$ cat config.mk
export PLATFORM = sky130hd
export DESIGN_NAME = joy_db15_dev_flat
export DESIGN_NICKNAME = d
export VERILOG_FILES = /design/src/rtl/joy_db15_if.sv /design/src/rtl/joy_db15.sv /design/src/flat_wrapper.sv
export SDC_FILE = /design/constraint.sdc
export NUM_CORES = 1
export LEC_CHECK = 0
export ABC_CLOCK_PERIOD_IN_PS = 4450
export CORE_AREA = 4 4 77 79
export CTS_BUF_LIST = sky130_fd_sc_hd__clkbuf_16
export DETAILED_ROUTE_END_ITERATION = 6
export DIE_AREA = 0 0 81 83
export GPL_TIMING_DRIVEN = 0
export SKIP_LAST_GASP = 1
export SYNTH_ARGS = -nofsm -noshare
export SYNTH_HDL_FRONTEND = slang
export SYNTH_SLANG_ARGS = --single-unit
$ cat constraint.sdc
create_clock -name clk_sys -period 4.45 [get_ports clk_sys]
set_input_delay 0.445 -clock clk_sys [delete_from_list [all_inputs] [get_ports clk_sys]]
set_output_delay 0.445 -clock clk_sys [all_outputs]
set_load 0.05 [all_outputs]
$ cat src/rtl/joy_db15_if.sv
// Pin-level bundle between the SNAC DB15 device model and its receiver/stimulus side.
interface joy_db15_if #(
    parameter int unsigned PBITS = 12
);
    logic [PBITS-1:0] joy1;
    logic [PBITS-1:0] joy2;
    logic             JOY_CLK;
    logic             JOY_LOAD;
    logic             JOY_DATA;
    logic             frame_done;
    logic [4:0]       bit_cnt;
    logic             overrun;

    modport master (
        output joy1, joy2, JOY_CLK, JOY_LOAD,
        input  JOY_DATA, frame_done, bit_cnt, overrun
    );

    modport slave (
        input  joy1, joy2, JOY_CLK, JOY_LOAD,
        output JOY_DATA, frame_done, bit_cnt, overrun
    );
endinterface

$ cat src/rtl/joy_db15.sv
// Device-side SNAC DB15 adapter: parallel-load two joystick words, then shift them
// out active-low on JOY_DATA, one bit per synchronized JOY_CLK rising edge.
module joy_db15_dev #(
    parameter int unsigned FRAME_BITS  = 24,
    parameter int unsigned PBITS       = 12,
    parameter int unsigned SYNC_STAGES = 2
) (
    input  logic        clk_sys,
    input  logic        reset_n,
    joy_db15_if.slave   jif
);
    localparam int unsigned CW = 5;

    typedef enum logic [1:0] {IDLE, LOAD, SHIFT, DONE} state_t;

    state_t                 state_q, state_nxt;
    logic [SYNC_STAGES-1:0] clk_sync, load_sync;
    logic                   clk_prev;
    logic [FRAME_BITS-1:0]  sreg_q, sreg_nxt;
    logic [CW-1:0]          cnt_q, cnt_nxt;
    logic                   data_q, data_nxt;
    logic                   done_q, done_nxt;
    logic                   ovr_q, ovr_nxt;

    logic                   clk_s_c, load_s_c, clk_rise_c;
    logic [FRAME_BITS-1:0]  frame_v_c;

    // Synchronizers idle high so a reset never looks like a load or a clock edge
    always_ff @(posedge clk_sys or negedge reset_n) begin
        if (!reset_n) begin
            clk_sync  <= '1;
            load_sync <= '1;
            clk_prev  <= 1'b1;
        end else begin
            clk_sync  <= {clk_sync[SYNC_STAGES-2:0], jif.JOY_CLK};
            load_sync <= {load_sync[SYNC_STAGES-2:0], jif.JOY_LOAD};
            clk_prev  <= clk_s_c;
        end
    end

    assign clk_s_c    = clk_sync[SYNC_STAGES-1];
    assign load_s_c   = load_sync[SYNC_STAGES-1];
    assign clk_rise_c = clk_s_c & ~clk_prev;
    // Unused upper frame bits read back as released (1)
    assign frame_v_c  = ~FRAME_BITS'({PBITS'(jif.joy2), PBITS'(jif.joy1)});

    always_ff @(posedge clk_sys or negedge reset_n) begin
        if (!reset_n) begin
            state_q <= IDLE;
            sreg_q  <= '1;
            cnt_q   <= '0;
            data_q  <= 1'b1;
            done_q  <= 1'b0;
            ovr_q   <= 1'b0;
        end else begin
            state_q <= state_nxt;
            sreg_q  <= sreg_nxt;
            cnt_q   <= cnt_nxt;
            data_q  <= data_nxt;
            done_q  <= done_nxt;
            ovr_q   <= ovr_nxt;
        end
    end

    // Load level has priority over everything, including a coincident clock edge
    always_comb begin
        state_nxt = state_q;
        sreg_nxt  = sreg_q;
        cnt_nxt   = cnt_q;
        data_nxt  = data_q;
        done_nxt  = 1'b0;
        ovr_nxt   = ovr_q;
        if (!load_s_c) begin
            state_nxt = LOAD;
            sreg_nxt  = frame_v_c;
            cnt_nxt   = '0;
            data_nxt  = frame_v_c[0];
            ovr_nxt   = 1'b0;
        end else begin
            case (state_q)
                IDLE: data_nxt = 1'b1;
                LOAD: state_nxt = SHIFT;
                SHIFT: begin
                    if (clk_rise_c) begin
                        sreg_nxt = {1'b1, sreg_q[FRAME_BITS-1:1]};
                        cnt_nxt  = cnt_q + CW'(1);
                        data_nxt = sreg_q[1];
                        if (cnt_q + CW'(1) == CW'(FRAME_BITS)) begin
                            state_nxt = DONE;
                            done_nxt  = 1'b1;
                            data_nxt  = 1'b1;
                        end
                    end
                end
                DONE: begin
                    data_nxt = 1'b1;
                    if (clk_rise_c) ovr_nxt = 1'b1;
                end
                default: state_nxt = IDLE;
            endcase
        end
    end

    assign jif.JOY_DATA   = data_q;
    assign jif.frame_done = done_q;
    assign jif.bit_cnt    = cnt_q;
    assign jif.overrun    = ovr_q;
endmodule

$ cat src/flat_wrapper.sv
// flat-port wrapper written by rule: the top's interface ports become plain ports
module joy_db15_dev_flat 
#(
    parameter int unsigned FRAME_BITS  = 24,
    parameter int unsigned PBITS       = 12,
    parameter int unsigned SYNC_STAGES = 2
)
  (clk_sys, reset_n, jif_joy1, jif_joy2, jif_JOY_CLK, jif_JOY_LOAD, jif_JOY_DATA, jif_frame_done, jif_bit_cnt, jif_overrun);
  joy_db15_if #(.PBITS(PBITS)) jif_i ();
  input  logic clk_sys;
  input  logic reset_n;
  input wire logic [$bits(jif_i.joy1)-1:0] jif_joy1;
  input wire logic [$bits(jif_i.joy2)-1:0] jif_joy2;
  input wire logic [$bits(jif_i.JOY_CLK)-1:0] jif_JOY_CLK;
  input wire logic [$bits(jif_i.JOY_LOAD)-1:0] jif_JOY_LOAD;
  output wire logic [$bits(jif_i.JOY_DATA)-1:0] jif_JOY_DATA;
  output wire logic [$bits(jif_i.frame_done)-1:0] jif_frame_done;
  output wire logic [$bits(jif_i.bit_cnt)-1:0] jif_bit_cnt;
  output wire logic [$bits(jif_i.overrun)-1:0] jif_overrun;
  assign jif_i.joy1 = jif_joy1;
  assign jif_i.joy2 = jif_joy2;
  assign jif_i.JOY_CLK = jif_JOY_CLK;
  assign jif_i.JOY_LOAD = jif_JOY_LOAD;
  assign jif_JOY_DATA = jif_i.JOY_DATA;
  assign jif_frame_done = jif_i.frame_done;
  assign jif_bit_cnt = jif_i.bit_cnt;
  assign jif_overrun = jif_i.overrun;
  joy_db15_dev #(.FRAME_BITS(FRAME_BITS), .PBITS(PBITS), .SYNC_STAGES(SYNC_STAGES)) u_core (.clk_sys(clk_sys), .reset_n(reset_n), .jif(jif_i));
endmodule
==> summary.md <==
| Metric | Value |
|---|---|
| Layout cells sized above 1 | `24.7%` |
| IO Pins | `36` |
| Syn_nets | `167` |
| RSZ-0062 raised after global routing | `false` |
| Largest stage delay on the critical path | `roughly 800 ps` |
| Vias | `1137` |
| CP cell instances | `clkdlybuf4s50_1` |
| Register area share after synthesis | `54.6%` |
| Post-route DRC | `0` |
| Synth-to-Final Area Change | `32.9%` |
| GRT Residual Overflow | `0` |
| Post-route clock period utilization | `between 40% and 50%` |
| Data arrival time of the worst path | `1590 ps` |
| Post-Syn Area per Cell | `13.4 um^2` |
| Worst path top cell family by delay | `buffers and inverters` |
| # clock sinks | `38` |
| H-tree Lvls | `2` |
| Die area | `0.00672 mm^2` |
| WL final | `3210 um` |
| Starting density of the core | `33.9%` |
| Fin. max-slew vios | `0` |
| CTS Root Cell | `clkbuf_16` |
| Pwr/cell area | `432 mW/mm^2` |
| Slew HR | `46.1%` |
| Hold_buf cts | `0` |
| Fmax | `just under 0.5 GHz` |
| Critical setup path kind | `flop to output pin` |
| Req. time, crit path | `4010 ps` |
| Minimum clock period | `approximately 2000 ps` |
| Die width | `a little over 80 um` |
| DR WL/cell | `around 13 um` |
| Synth cell types | `26` |
| Post-route setup TNS | `0 ps` |
| Vias in the first global route | `about 1300` |
| CTS clk-pin slew, worst paths | `around 50 ps` |
| Switching power of the nets | `approximately 0.00027 W` |
| #FFs+latches synth | `38` |
| Clk buf depth | `2` |
| Cells after synthesis | `~140` |
| Slowest CP cell | `clkdlybuf4s50_1` |
| Power share of the sequential group | `43.5%` |
| Largest net degree at the start of global routing | `39` |
| Final core occ | `45.0%` |
| Warnings, synthesis | `0` |
| Finish-stage setup viols | `0` |
| Worst skew pair latency | `around 280 ps` |
| Final hold violations | `0` |
| CP Capture Type | `output pin` |
| Layout fillers | `514` |
| First-pass GRT wire length | `5490 um` |
| CP startpoint kind | `flop` |
| Outcome | `completed` |
| Internal power | `~0.00077 W` |
| Post-Synthesis Cell Area | `0.00181 mm^2` |
| Final Skew | `between 1.5 and 2 ps` |
| CP Buf/Inv Count | `1` |
| Diodes inserted | `0` |
| TritonCTS clock tree | `built` |
| Rows | `27` |
| CORE AREA | `0.00534 mm^2` |
| Logic pwr share | `21.0%` |
| Share of power burned in the clock network | `a little over a third` |
| HP Class | `input pin to async pin` |
| Worst-margin pin slew | `808 ps` |
| DRT iter0 DRCs | `42` |
| Initial antenna violation count | `0` |
| Post-CTS Resized | `0` |
| Sw frac | `26.0%` |
| Layout Nets | `roughly 210` |
| CP max FO | `2` |
| Setup Buffers After CTS | `0` |
| HPWL Detailed | `2380 um` |
| Total power | `0.00104 W` |
| VDD IR max | `~0.20 mV` |
| Final GP Congestion | `0.718` |
| Port buffer count | `35` |
| Chip Height | `roughly 83 um` |
| TritonCTS Buffers | `5` |
| Via-to-Cell Ratio | `4.55` |
| Max_cap viols | `0` |
| ANT nets after route | `0` |
| Pleak | `0.970 nW` |
| GRT Total Usage | `between 10% and 20%` |
| Drt pass-1 iters | `4` |
worst register-to-register path, cell delays in order, from the launching register on:
cell and delay [ps]:
dfrtp_1 400, inv_1 60, ha_1 250, and3b_1 200, buf_4 140, buf_12 140
buf_12 140, mux2i_1 120, mux2i_1 150
cell usage in the layout, fill, tap and decap left out, types with 3 or more instances in the layout:
master / instances
a21oi_1: 5
ha_1: 4
and2_1: 3
inv_1: 3
xnor2_1: 4
dfstp_2: 29
clkdlybuf4s50_1: 34
buf_2: 3
dfrtp_1: 9
clkbuf_16: 6
nand2b_1: 3
mux2i_1: 46
nor2_1: 3
nor2b_1: 4
power groups by stage:
stage	clock [W]	sequential [W]	combinational, W
global placement	0	0.000454	0.000210
floorplan	0	0.000467	0.000134
finish	0.000369	0.000451	0.000218
global route	0.000395	0.000459	0.000241
detailed placement	0	0.000457	0.000219
CTS	0.000380	0.000452	0.000220
metrics by stage:
step | setup WS, ps | cell area, um^2 | std cells | hold WS [ps]
global route | 2390 | 2400 | 250 | 329
detailed placement | 2710 | 2240 | 242 | 348
floorplan | 2880 | 1810 | 135 | 149
global placement | 2090 | 2250 | 242 | 347
CTS | 2400 | 2400 | 250 | 295
finish | 2420 | 2400 | 250 | 261
flip-flops by register name (all words and copies together), names as in the netlist:
name                   cells
u_core.jif.overrun         1
u_core.clk_prev            1
u_core.load_sync           2
u_core.jif.bit_cnt         5
u_core.clk_sync            2
u_core.state_q             2
u_core.jif.JOY_DATA        1
u_core.sreg_q             23
u_core.jif.frame_done      1
kinds of logic (layout without fill, tap and decap cells):
family	count (synthesis)	after routing	share of synthesized area (%)
adder cells (fa/ha/maj)	4	4	2.77
flip-flops	38	38	54.6
buffers and inverters	11	54	4.64
multiplexers	46	46	25.5
AND/OR/NAND/NOR	21	21	7.06
AO/OA/AOI/OAI	11	11	3.53
XOR/XNOR	4	4	1.94
synthesized netlist by cell type:
cell / instances / area (um^2)
ha_1: 4 / 50.1
a31oi_1: 1 / 6.26
xnor2_1: 4 / 35.0
dfstp_2: 29 / 762
dfrtp_1: 9 / 225
and2_1: 3 / 18.8
buf_12: 2 / 40.0
nand2b_1: 3 / 18.8
nor3b_1: 1 / 7.51
and4b_1: 1 / 10.0
buf_4: 2 / 15.0
o22ai_1: 1 / 6.26
o31ai_1: 1 / 7.51
buf_2: 2 / 10.0
and3b_1: 1 / 8.76
nand3b_1: 1 / 7.51
o21ai_0: 2 / 10.0
a21oi_1: 5 / 25.0
nor2_1: 3 / 11.3
clkbuf_1: 2 / 7.51
mux2i_1: 46 / 460
nor2b_1: 4 / 25.0
nand2_1: 2 / 7.51
nand4_1: 2 / 12.5
inv_1: 3 / 11.3
o311ai_1: 1 / 8.76
routing by layer:
| layer | track usage [%] | up-vias | share of wire, % |
|---|---|---|---|
| met4 | 3.69 | 0 | 1.7 |
| met3 | 4.88 | 7 | 7.1 |
| met2 | 17.1 | 39 | 49 |
| met5 | 0 | - | 0 |
| li1 | - | 558 | - |
| met1 | 12.4 | 533 | 42 |
final timing paths:
| kind | start | to | slack [ps] | cells after the start |
|---|---|---|---|---|
| max in group asynchronous | reset_n | u_core.jif.frame_done | 3680 | 1 |
| worst min register to register | u_core.load_sync[0] | u_core.load_sync[1] | 360 | 0 |
| min in group clk_sys | u_core.load_sync[0] | u_core.load_sync[1] | 360 | 0 |
| worst min-delay path | reset_n | u_core.jif.overrun | 260 | 1 |
| worst max register to register | u_core.state_q[0] | u_core.sreg_q[18] | 2770 | 8 |
| worst max-delay path | u_core.jif.JOY_DATA | jif_JOY_DATA | 2420 | 1 |
final cells by class:
class,instances,area (um^2),share of cell area [%]
clock inverters,2,10.0,0.416
well taps,72,90.1,3.75
inverters,3,11.3,0.469
repair buffers,35,345,14.4
flip-flops and latches,38,987,41.1
clock buffers,6,150,6.25
plain buffers,8,72.6,3.02
multi-input cells,86,737,30.7
Note: power is estimated with default switching activity, not from simulation.
